## src/rtl/strobe_rx_pkg.sv

```systemverilog
// Shared types and constants for the strobed-RX to AXI-Stream bridge.
package strobe_rx_pkg;

  // Bridge control states
  typedef enum logic [1:0] {
    IDLE  = 2'd0,
    RUN   = 2'd1,
    OVR   = 2'd2,
    DRAIN = 2'd3
  } state_t;

  // A programmed packet length below this value is treated as this value,
  // so pkt_len of 0 and 1 both produce single-sample packets.
  localparam int unsigned MIN_PKT_LEN = 1;

  // Width and ceiling of the optional dropped-sample counter
  localparam int unsigned OVR_CNT_W = 16;
  localparam logic [OVR_CNT_W-1:0] OVR_CNT_MAX = '1;

endpackage

```

## src/rtl/strobe_rx_fifo.sv

```systemverilog
// Synchronous FIFO with a registered head word. The head register always
// mirrors the oldest stored entry, so the output is a flop from the cycle
// after the push edge. Capacity is exactly 2^AW entries in total.
module strobe_rx_fifo #(
  parameter int DW = 33,
  parameter int AW = 4
) (
  input  logic          clk,
  input  logic          reset_n,
  input  logic          clear,
  input  logic          push,
  input  logic [DW-1:0] din,
  input  logic          pop,
  output logic [DW-1:0] dout,
  output logic          full,
  output logic          empty
);

  localparam int DEPTH = 1 << AW;
  localparam logic [AW:0] FULL_CNT = {1'b1, {AW{1'b0}}};
  localparam logic [AW:0] CNT_ONE = (AW+1)'(1);

  logic [DW-1:0] mem [DEPTH];
  logic [AW-1:0] wr_ptr;
  logic [AW-1:0] rd_ptr;
  logic [AW-1:0] rd_next_ptr;
  logic [AW:0]   count;
  logic [DW-1:0] out_q;
  logic          do_push;
  logic          do_pop;

  assign full        = (count == FULL_CNT);
  assign empty       = (count == '0);
  assign do_pop      = pop && !empty;
  // A pop frees its slot in the same cycle, so a full FIFO still accepts a push
  assign do_push     = push && (!full || do_pop);
  assign rd_next_ptr = rd_ptr + AW'(1);
  assign dout        = out_q;

  // Storage array; contents need no reset because count gates visibility
  always_ff @(posedge clk) begin
    if (do_push) begin
      mem[wr_ptr] <= din;
    end
  end

  // Pointers, occupancy and the registered head word
  always_ff @(posedge clk or negedge reset_n) begin
    if (!reset_n) begin
      wr_ptr <= '0;
      rd_ptr <= '0;
      count  <= '0;
      out_q  <= '0;
    end else if (clear) begin
      wr_ptr <= '0;
      rd_ptr <= '0;
      count  <= '0;
      out_q  <= '0;
    end else begin
      if (do_push) begin
        wr_ptr <= wr_ptr + AW'(1);
      end
      if (do_pop) begin
        rd_ptr <= rd_next_ptr;
      end
      case ({do_push, do_pop})
        2'b10:   count <= count + (AW+1)'(1);
        2'b01:   count <= count - (AW+1)'(1);
        default: count <= count;
      endcase
      if (do_pop) begin
        if (count == CNT_ONE) begin
          if (do_push) begin
            out_q <= din;
          end
        end else begin
          out_q <= mem[rd_next_ptr];
        end
      end else if (do_push && empty) begin
        out_q <= din;
      end
    end
  end

endmodule

```

## src/rtl/strobe_rx_to_axi.sv

```systemverilog
// Converts the radio frontend's run/strobe/sample interface into framed
// AXI-Stream. Each sample waits in a holding register until the next strobe
// (or the end of the burst) decides whether it closes a packet, then moves
// into a small FIFO together with its tlast bit.
// Optional feature: define STROBE_RX_OVR_CNT_EN to add the ovr_count output.
module strobe_rx_to_axi
  import strobe_rx_pkg::*;
#(
  parameter int WIDTH   = 32,
  parameter int FIFO_AW = 4,
  parameter int LEN_W   = 16
) (
  input  logic             clk,
  input  logic             reset_n,
  input  logic             clear,
  input  logic             run,
  input  logic             strobe,
  input  logic [WIDTH-1:0] sample,
  input  logic [LEN_W-1:0] pkt_len,
  output logic [WIDTH-1:0] o_tdata,
  output logic             o_tlast,
  output logic             o_tvalid,
  input  logic             o_tready,
  output logic             overrun,
  output logic             err,
  output logic             busy
`ifdef STROBE_RX_OVR_CNT_EN
  ,
  output logic [OVR_CNT_W-1:0] ovr_count
`endif
);

  state_t           state;
  state_t           state_next;
  logic [WIDTH-1:0] hold_data;
  logic             hold_v;
  logic [LEN_W-1:0] cnt;
  logic [LEN_W-1:0] len_last;
  logic [LEN_W-1:0] len_eff;
  logic             run_q;

  logic             start;
  logic             push;
  logic             push_last;
  logic             load_hold;
  logic             drop_hold;
  logic             ovr_event;

  logic             fifo_full;
  logic             fifo_empty;
  logic             pop;
  logic             can_push;

  assign len_eff  = (pkt_len < LEN_W'(MIN_PKT_LEN)) ? LEN_W'(MIN_PKT_LEN) : pkt_len;
  assign o_tvalid = !fifo_empty;
  assign pop      = o_tvalid && o_tready;
  assign can_push = !fifo_full || pop;
  assign busy     = (state != IDLE) || !fifo_empty;

  strobe_rx_fifo #(
    .DW (WIDTH + 1),
    .AW (FIFO_AW)
  ) u_fifo (
    .clk     (clk),
    .reset_n (reset_n),
    .clear   (clear),
    .push    (push),
    .din     ({push_last, hold_data}),
    .pop     (pop),
    .dout    ({o_tlast, o_tdata}),
    .full    (fifo_full),
    .empty   (fifo_empty)
  );

  // State register; clear overrides every other event
  always_ff @(posedge clk or negedge reset_n) begin
    if (!reset_n) begin
      state <= IDLE;
    end else if (clear) begin
      state <= IDLE;
    end else begin
      state <= state_next;
    end
  end

  // Next state plus the per-cycle push / load / overrun decisions
  always_comb begin
    state_next = state;
    start      = 1'b0;
    push       = 1'b0;
    push_last  = 1'b0;
    load_hold  = 1'b0;
    drop_hold  = 1'b0;
    ovr_event  = 1'b0;
    case (state)
      IDLE: begin
        if (run && !run_q) begin
          start      = 1'b1;
          state_next = RUN;
        end
      end
      RUN: begin
        if (!run) begin
          if (!hold_v) begin
            state_next = DRAIN;
          end else if (can_push) begin
            push       = 1'b1;
            push_last  = 1'b1;
            drop_hold  = 1'b1;
            state_next = DRAIN;
          end else begin
            // Burst ended against a full FIFO: let OVR close the packet later
            state_next = OVR;
          end
        end else if (strobe) begin
          if (!hold_v) begin
            load_hold = 1'b1;
          end else if (can_push) begin
            push      = 1'b1;
            push_last = (cnt == len_last);
            load_hold = 1'b1;
          end else begin
            ovr_event  = 1'b1;
            state_next = OVR;
          end
        end
      end
      OVR: begin
        if (hold_v) begin
          if (can_push) begin
            push      = 1'b1;
            push_last = 1'b1;
            drop_hold = 1'b1;
          end
        end else if (!run) begin
          state_next = DRAIN;
        end
      end
      DRAIN: begin
        if (fifo_empty) begin
          state_next = IDLE;
        end
      end
      default: state_next = IDLE;
    endcase
  end

  // Holding register, packet counter, error flag and edge detector
  always_ff @(posedge clk or negedge reset_n) begin
    if (!reset_n) begin
      hold_data <= '0;
      hold_v    <= 1'b0;
      cnt       <= '0;
      len_last  <= '0;
      err       <= 1'b0;
      overrun   <= 1'b0;
      run_q     <= 1'b1;
    end else if (clear) begin
      hold_v    <= 1'b0;
      cnt       <= '0;
      err       <= 1'b0;
      overrun   <= 1'b0;
      run_q     <= run;
    end else begin
      overrun <= ovr_event;
      // Holding run_q low in DRAIN makes a run level still high on return
      // to IDLE look like a fresh rising edge
      run_q   <= (state == DRAIN) ? 1'b0 : run;
      if (start) begin
        len_last <= len_eff - LEN_W'(1);
        cnt      <= '0;
        err      <= 1'b0;
        hold_v   <= 1'b0;
      end
      if (ovr_event) begin
        err <= 1'b1;
      end
      if (push) begin
        cnt <= push_last ? '0 : cnt + LEN_W'(1);
      end
      if (load_hold) begin
        hold_data <= sample;
        hold_v    <= 1'b1;
      end else if (drop_hold) begin
        hold_v <= 1'b0;
      end
    end
  end

`ifdef STROBE_RX_OVR_CNT_EN
  logic                 drop;
  logic [OVR_CNT_W-1:0] ovr_cnt_q;

  assign drop = run && strobe &&
                ((state == OVR) || ((state == RUN) && hold_v && !can_push));
  assign ovr_count = ovr_cnt_q;

  // Saturating tally of dropped strobes, reset together with err
  always_ff @(posedge clk or negedge reset_n) begin
    if (!reset_n) begin
      ovr_cnt_q <= '0;
    end else if (clear || start) begin
      ovr_cnt_q <= '0;
    end else if (drop && (ovr_cnt_q != OVR_CNT_MAX)) begin
      ovr_cnt_q <= ovr_cnt_q + OVR_CNT_W'(1);
    end
  end
`endif

endmodule
```

## config.mk

```make
export PLATFORM = sky130hd
export DESIGN_NAME = strobe_rx_to_axi
export DESIGN_NICKNAME = d
export VERILOG_FILES = /design/src/rtl/strobe_rx_pkg.sv /design/src/rtl/strobe_rx_fifo.sv /design/src/rtl/strobe_rx_to_axi.sv
export SDC_FILE = /design/constraint.sdc
export NUM_CORES = 1
export LEC_CHECK = 0
export ABC_AREA = 1
export CAP_MARGIN = 0
export CORE_UTILIZATION = 40
export DETAILED_ROUTE_END_ITERATION = 7
export GPL_TIMING_DRIVEN = 1
export MAX_ROUTING_LAYER = met4
export PLACE_DENSITY = 0.68
export SLEW_MARGIN = 20
export SYNTH_ARGS = -nofsm -noshare
export SYNTH_HDL_FRONTEND = slang
export SYNTH_SLANG_ARGS = --single-unit
```

## constraint.sdc

```tcl
create_clock -name clk -period 3.63 [get_ports clk]
set_clock_uncertainty 0.15 [all_clocks]
set_input_delay 0.726 -clock clk [delete_from_list [all_inputs] [get_ports clk]]
set_output_delay 0.726 -clock clk [all_outputs]
set_load 0.005 [all_outputs]
```

Yosys cells after proc, flatten, opt, wreduce, memory -nomap -nowiden
Memory sizes are Yosys's and may differ from the RTL's.
Index checks and enable logic that the tools add are counted.
{"block": "totals", "regBits": 116, "mem_bits_rw": 528, "in_bits": 54, "output_inout_bits": 37, "wordCells": 124, "mem_count": 1}
{"block": "op_classes", "add_sub_neg": 6, "magnitude_cmp": 1, "n_eq_ne": 16, "muxes": 62, "bitwise": 1, "reduce_logical": 25}
{"name": "u_fifo.mem", "words": 16, "width": 33, "read_ports": 1, "rd_ports_with_merged_regs": 0, "write_ports": 1, "line_no": "strobe_rx_fifo.sv:23", "rtl": "logic [DW-1:0] mem [DEPTH];"}
{"cell": "2-to-1 mux 33 bit", "count": 5}
{"cell": "2-to-1 mux 16 bit", "count": 5}
{"cell": "2-to-1 mux 1 bit", "count": 33}
{"cell": "2-to-1 mux 2 bit", "count": 9}
{"cell": "adder 16 x 1 -> 16 bit (second input constant)", "count": 1}
{"cell": "== test 16 bit", "count": 1}
{"cell": "less-than comparator 16 x 1 -> 1 bit (second input constant)", "count": 1}
{"cell": "2-to-1 mux 4 bit", "count": 4}
{"cell": "subtractor 16 x 1 -> 16 bit (second input constant)", "count": 1}
{"cell": "!= test 4 bit (second input constant)", "count": 3}
{"cell": "nonzero test 3 bit", "count": 4}
{"cell": "one-hot mux 5 bit (2 select lines)", "count": 1}
{"cell": "!= test 3 bit (second input constant)", "count": 3}
{"cell": "adder 4 x 1 -> 4 bit (second input constant)", "count": 2}
{"cell": "one-hot mux 2 bit (4 select lines)", "count": 1}
{"cell": "AND reduction 7 bit", "count": 1}
{"cell": "== test 2 bit (second input constant)", "count": 3}
{"cell": "one-hot mux 1 bit (2 select lines)", "count": 3}
{"cell": "AND reduction 2 bit", "count": 3}
{"cell": "nonzero test 2 bit", "count": 3}
{"cell": "adder 5 x 1 -> 5 bit (second input constant)", "count": 1}
{"cell": "== test 5 x 1 -> 1 bit (second input constant)", "count": 1}
{"cell": "== test 5 bit (second input constant)", "count": 1}
{"cell": "logical AND 1 bit", "count": 5}
{"cell": "other kinds (11)", "count": 16}

Logic depth before layout (Yosys ltp)
Gate-level depths: netlist of run 1.
{"block": "depth", "word_depth": 14, "ltp_mapped": 14, "mapped_depth_nobuf": 14}

Modules after synthesis
From an unflattened synthesis of run 1, not the netlist that was laid out.
{"block": "hier_totals", "hier_cells": 2731, "area_unflattened_um2": 28270.9}
{"module": "strobe_rx_fifo", "instances": 1, "cells_per_inst": 2246, "area_each_um2": 24242.0, "seq_area_each_um2": 17006.3}
{"module": "strobe_rx_to_axi", "instances": 1, "cells_per_inst": 485, "area_each_um2": 4028.9, "seq_area_each_um2": 1752.9}

Least setup slack after synthesis of run 1
Ideal clock, no wire load.
{"block": "synth_path", "path_kind": "input port to flip-flop", "start": "input run", "end": "memory u_fifo.mem[11][0], enable pin", "setup_ns": 0.423, "t_arrival_ns": 2.936, "t_required_ns": 3.057, "slack_ns": 0.121, "path_stages": 7, "path_buffers": 1, "path_cell_list": "inv_1 a21o_1 nand3_4 nand2_4 buf_4 nand2_1 nor2_1"}
{"block": "synth_between", "elab_chain_len": 5}
{"item": "start: declaration", "line_no": "strobe_rx_to_axi.sv:16", "rtl": "input logic run,"}
{"item": "2-to-1 mux 1 bit", "line_no": "strobe_rx_to_axi.sv:103", "rtl": "if (!run) begin"}
{"item": "one-hot mux 1 bit (2 select lines)", "line_no": "strobe_rx_to_axi.sv:95", "rtl": "case (state)"}
{"item": "logical AND 1 bit", "line_no": "strobe_rx_fifo.sv:36", "rtl": "assign do_push = push && (!full || do_pop);"}
{"item": "2-to-1 mux 1 bit", "line_no": "strobe_rx_fifo.sv:42", "rtl": "if (do_push) begin"}
{"item": "2-to-1 mux 1 bit (implied by the code)", "line_no": "strobe_rx_fifo.sv:43", "rtl": "mem[wr_ptr] <= din;"}
{"item": "end: declaration", "line_no": "strobe_rx_fifo.sv:23"}
No other way between the ends.

Worst setup path in the final report of run 1
{"block": "layout_path", "start": "register u_fifo.count[0]", "end": "output busy"}
{"block": "layout_between", "elab_chain_len": 3}
{"item": "start: declaration", "line_no": "strobe_rx_fifo.sv:27", "rtl": "logic [AW:0] count;"}
{"item": "start signal: assignment", "line_no": "strobe_rx_fifo.sv:67", "rtl": "2'b10: count <= count + (AW+1)'(1);"}
{"item": "start signal: assignment", "line_no": "strobe_rx_fifo.sv:68", "rtl": "2'b01: count <= count - (AW+1)'(1);"}
{"item": "start signal: assignment", "line_no": "strobe_rx_fifo.sv:69", "rtl": "default: count <= count;"}
{"item": "logical NOT 5 bit", "line_no": "strobe_rx_fifo.sv:33", "rtl": "assign empty = (count == '0);"}
{"item": "logical NOT 1 bit", "line_no": "strobe_rx_to_axi.sv:58", "rtl": "assign busy = (state != IDLE) || !fifo_empty;"}
{"item": "logical OR 1 bit", "line_no": "strobe_rx_to_axi.sv:58"}
{"item": "end: declaration", "line_no": "strobe_rx_to_axi.sv:26", "rtl": "output logic busy"}
No other way between the ends.

==> results.md, run 1 <==
* Final setup TNS at 0 ns
* DR DRC count at 0
* PD cells at 715 nW/µm²
* Chip Height at ~260 µm
* P&R area growth vs syn at 15.2%
* Vias in the first global route at 18,400
* Initial antenna violation count at 1
* Clock Path Buffers at 3
* Max Clk Rate at approximately 0.31 GHz
* Routed WL at around 69 mm
* Largest family of logic cells by synthesized area: simple AND/OR/NAND/NOR gates
* Layout Nets at 2,654
* Mapped Cells at between 2,000 and 3,000
* Layout cells sized above 1 at 7.89%
* Netlist cell types at 46
* Slowest stage delay, CP at 0.45 ns
* Top FF cell, synth: edfxtp_1
* Yosys reg bits at 644
* Final ANT Viol Nets at 0
* Post-synthesis xor/xnor area fraction at 0.726%
* Worst-Skew Late Latency at 0.61 ns
* Pin count of the biggest net entering global routing at 179
* Initial Utilization at about two fifths
* DP Wirelength at between 40 and 50 mm
* Via count at 19,000
* Final hold vios at 0
* # hold bufs at CTS at 0
* GR Util All Layers at 20.3%
* Post-CTS setup buffers at 0
* H-tree depth at 3
* Total CTS buffers at 69
* Max Cap Viol at 0
* Flop pwr share at between 40% and 50%
* Initial DRT Pass Iterations at 6
* Gr ovfl total at 0
* RSZ-0062 raised after global routing: no
* Critical path fanouts, max at 5
* Vias/cell at 5.41
* Dominant cell type by area after synthesis: edfxtp_1
* Post-layout minimum cycle time at between 3 and 4 ns
* IO Port Bufs at 90
* Total number of yosys warnings at 0
* Post-synth top area share at 57.8%
* Clock Pin Slew Worst Setup and Hold Paths at 0.06 ns
* Critical path's slowest cell: clkdlybuf4s50_1
* Chip Width at 264 µm
* Maximum vdd ir drop at 0.497 mV
* First DRT Iteration DRCs at 2,181
* Adder-Cell Fraction of Synth Area at 0.730%
* Crit. End Element: primary output
* Simple-gate share of the synthesized area at about a fifth
* WS Path Type: flip-flop to primary output
* Post-DR wirelength/cell at 19.6 µm
* Post-synth EDFFs at 528
* Gpl congestion at 0.894
* IO Count at 91
* Row cnt at 95
* Async SR Flop Fraction at 18.0%
* Clock Power Share at 30.4%
* Tightest Pin Transition at around 1.1 ns
* Syn nets at 2,579
* Dpl cell area at 29,400 µm²
* Core ar. at 67,500 µm²
* Multiplexer share of the synthesized area at 0%
* Worst setup SP type: flip-flop
* Sequential area share after synthesis at 68.4%
* CP Cell Sequence: inv_1, ha_1, nand3_4, inv_1, nand2_1, clkdlybuf4s50_1
* Crit share post-route at between 80% and 90%
* Die area at 69,600 µm²
* Design Area, Final at 31,600 µm²
* Total internal power at 0.0151 W
* Max-slew violations at 0
* Net Sw Frac at roughly a third
* Root Driver: clkbuf_16
* CTS tree: done
* Pleak at approximately 12 nW
* Top post-synthesis cells by area: edfxtp_1 (58%), dfrtp_1 (10%), nand2_1 (7.8%)
* Critical path arrival at 2.34 ns
* Number of gates resized after cts at 0
* Mapped cell area at 27,400 µm²
* First-pass GRT wire length at 106 mm
* Most numerous cell on the critical path: inv_1
* Num Clock Sinks at 644
* Synth Area in Compound Gates at ~6.7%
* Mean Syn Cell Area at 10.9 µm²
* Final setup viols at 0
* Max-slew headroom at between 20% and 30%
* Net Sw Power at 0.00754 W
* Run status: complete, no violations
* Worst hold path type: primary input to asynchronous set/reset pin
* Comb pwr share at 24.1%
* Worst EP required at 2.75 ns
power by group through the flow:
stage | Clock (W) | Sequential (W) | Combinational (W)
after floorplan | 0 | 0.00983 | 0.00356
after global placement | 0 | 0.0104 | 0.00526
after detailed placement | 0 | 0.0105 | 0.00538
after CTS | 0.00698 | 0.0103 | 0.00541
after global routing | 0.00725 | 0.0104 | 0.00602
final | 0.00686 | 0.0103 | 0.00544
logic make-up (layout without fill, tap and decap cells):
| logic type | after synthesis | count (layout) |
|---|---|---|
| AOI/OAI and AO/OA | 344 | 344 |
| xor gates and xnor gates | 21 | 21 |
| adders and majority gates | 16 | 16 |
| buffers and inverters | 241 | 368 |
| DFF | 644 | 644 |
| other | 0 | 1 |
| and+or+nand+nor | 1243 | 1243 |
metrics by stage:
stage	power, W	hold WS (ns)	cells	setup WS, ns	utilization [%]
2_1_floorplan	0.0134	0.280	2509	0.121	-
3_5_place_dp	0.0158	0.328	3386	0.434	43.5
4_1_cts	0.0227	0.130	3509	0.373	46.8
5_1_grt	0.0237	0.177	3510	0.348	46.8
3_3_place_gp	0.0157	0.323	3386	0.458	43.5
6_report	0.0226	0.115	3510	0.417	46.8
critical path, delay by kind of cell (launching register included):
family        cells  cell delay [ns]
fa+ha+maj         1             0.31
flops             1             0.43
buf+inv           3             0.79
simple gates      2             0.23
placed cells by master, fill, tap and decap left out, types with 17 or more instances in the layout:
| cell | instances |
|---|---|
| nand2_1 | 571 |
| edfxtp_1 | 528 |
| nand3_1 | 318 |
| nor2_1 | 284 |
| o21ai_0 | 189 |
| dfrtp_1 | 114 |
| inv_1 | 95 |
| clkdlybuf4s50_1 | 88 |
| a21oi_1 | 78 |
| clkbuf_16 | 72 |
| buf_4 | 40 |
| o21ai_1 | 27 |
| o22ai_1 | 22 |
| nor2_4 | 19 |
| clkbuf_1 | 17 |
layout make-up:
class	count	area [µm²]
inverter	104	403
fill	5934	35900
sequential	644	18800
multi-input combinational	1624	7720
tap	873	1090
antenna	1	2.50
clock buffer	91	1890
timing repair buffer	141	1420
clock inverter	32	298
registers in the layout, summed over array words and instances, names as in the netlist:
signal	cells
cnt	16
err	1
hold_data	32
hold_v	1
len_last	16
overrun	1
run_q	1
state	2
u_fifo.count	5
u_fifo.dout	33
u_fifo.mem	528
u_fifo.rd_ptr	4
u_fifo.wr_ptr	4
path summary, 6_finish.rpt:
path,from,to,slack [ns],depth (start not counted)
max,u_fifo.count[0]$_DFFE_PN0P_,busy,0.42,6
min,reset_n,u_fifo.wr_ptr[1]$_DFFE_PN0P_,0.12,1
max reg2reg,u_fifo.rd_ptr[0]$_DFFE_PN0P_,u_fifo.dout[3]$_DFFE_PN0P_,0.70,9
min reg2reg,u_fifo.dout[22]$_DFFE_PN0P_,u_fifo.dout[22]$_DFFE_PN0P_,0.34,2
max in group asynchronous,reset_n,u_fifo.dout[17]$_DFFE_PN0P_,2.40,2
min in group clk,u_fifo.dout[22]$_DFFE_PN0P_,u_fifo.dout[22]$_DFFE_PN0P_,0.34,2
routing by layer:
metal,vias to the layer above,routed length (µm),GRT usage [%]
met5,-,0,-
met4,0,1430,5.77
met3,104,6070,4.27
met2,785,31600,30.6
met1,9271,29700,27.8
li1,8832,-,-
Yosys cell counts (4+ instances only):
cell type	instances
nand2_1	571
edfxtp_1	528
nand3_1	318
nor2_1	300
o21ai_0	189
dfrtp_1	115
inv_1	95
a21oi_1	78
buf_2	68
clkbuf_1	43
o21ai_1	27
o22ai_1	22
ha_1	16
xor2_1	15
o211ai_1	11
buf_1	10
nor3_1	10
o21ai_2	10
buf_6	9
nand4_1	8
buf_4	6
inv_2	5
nand3_4	5
or2_1	5
nand2_4	4
xnor2_1	4
(Power assumes the default switching activity.)
==> run 2: changes to the inputs <==
Settings changed: SKIP_LAST_GASP from default to 1.
==> results of run 2 <==
No change in the layout: final DEF, timing and power equal those of run 1.
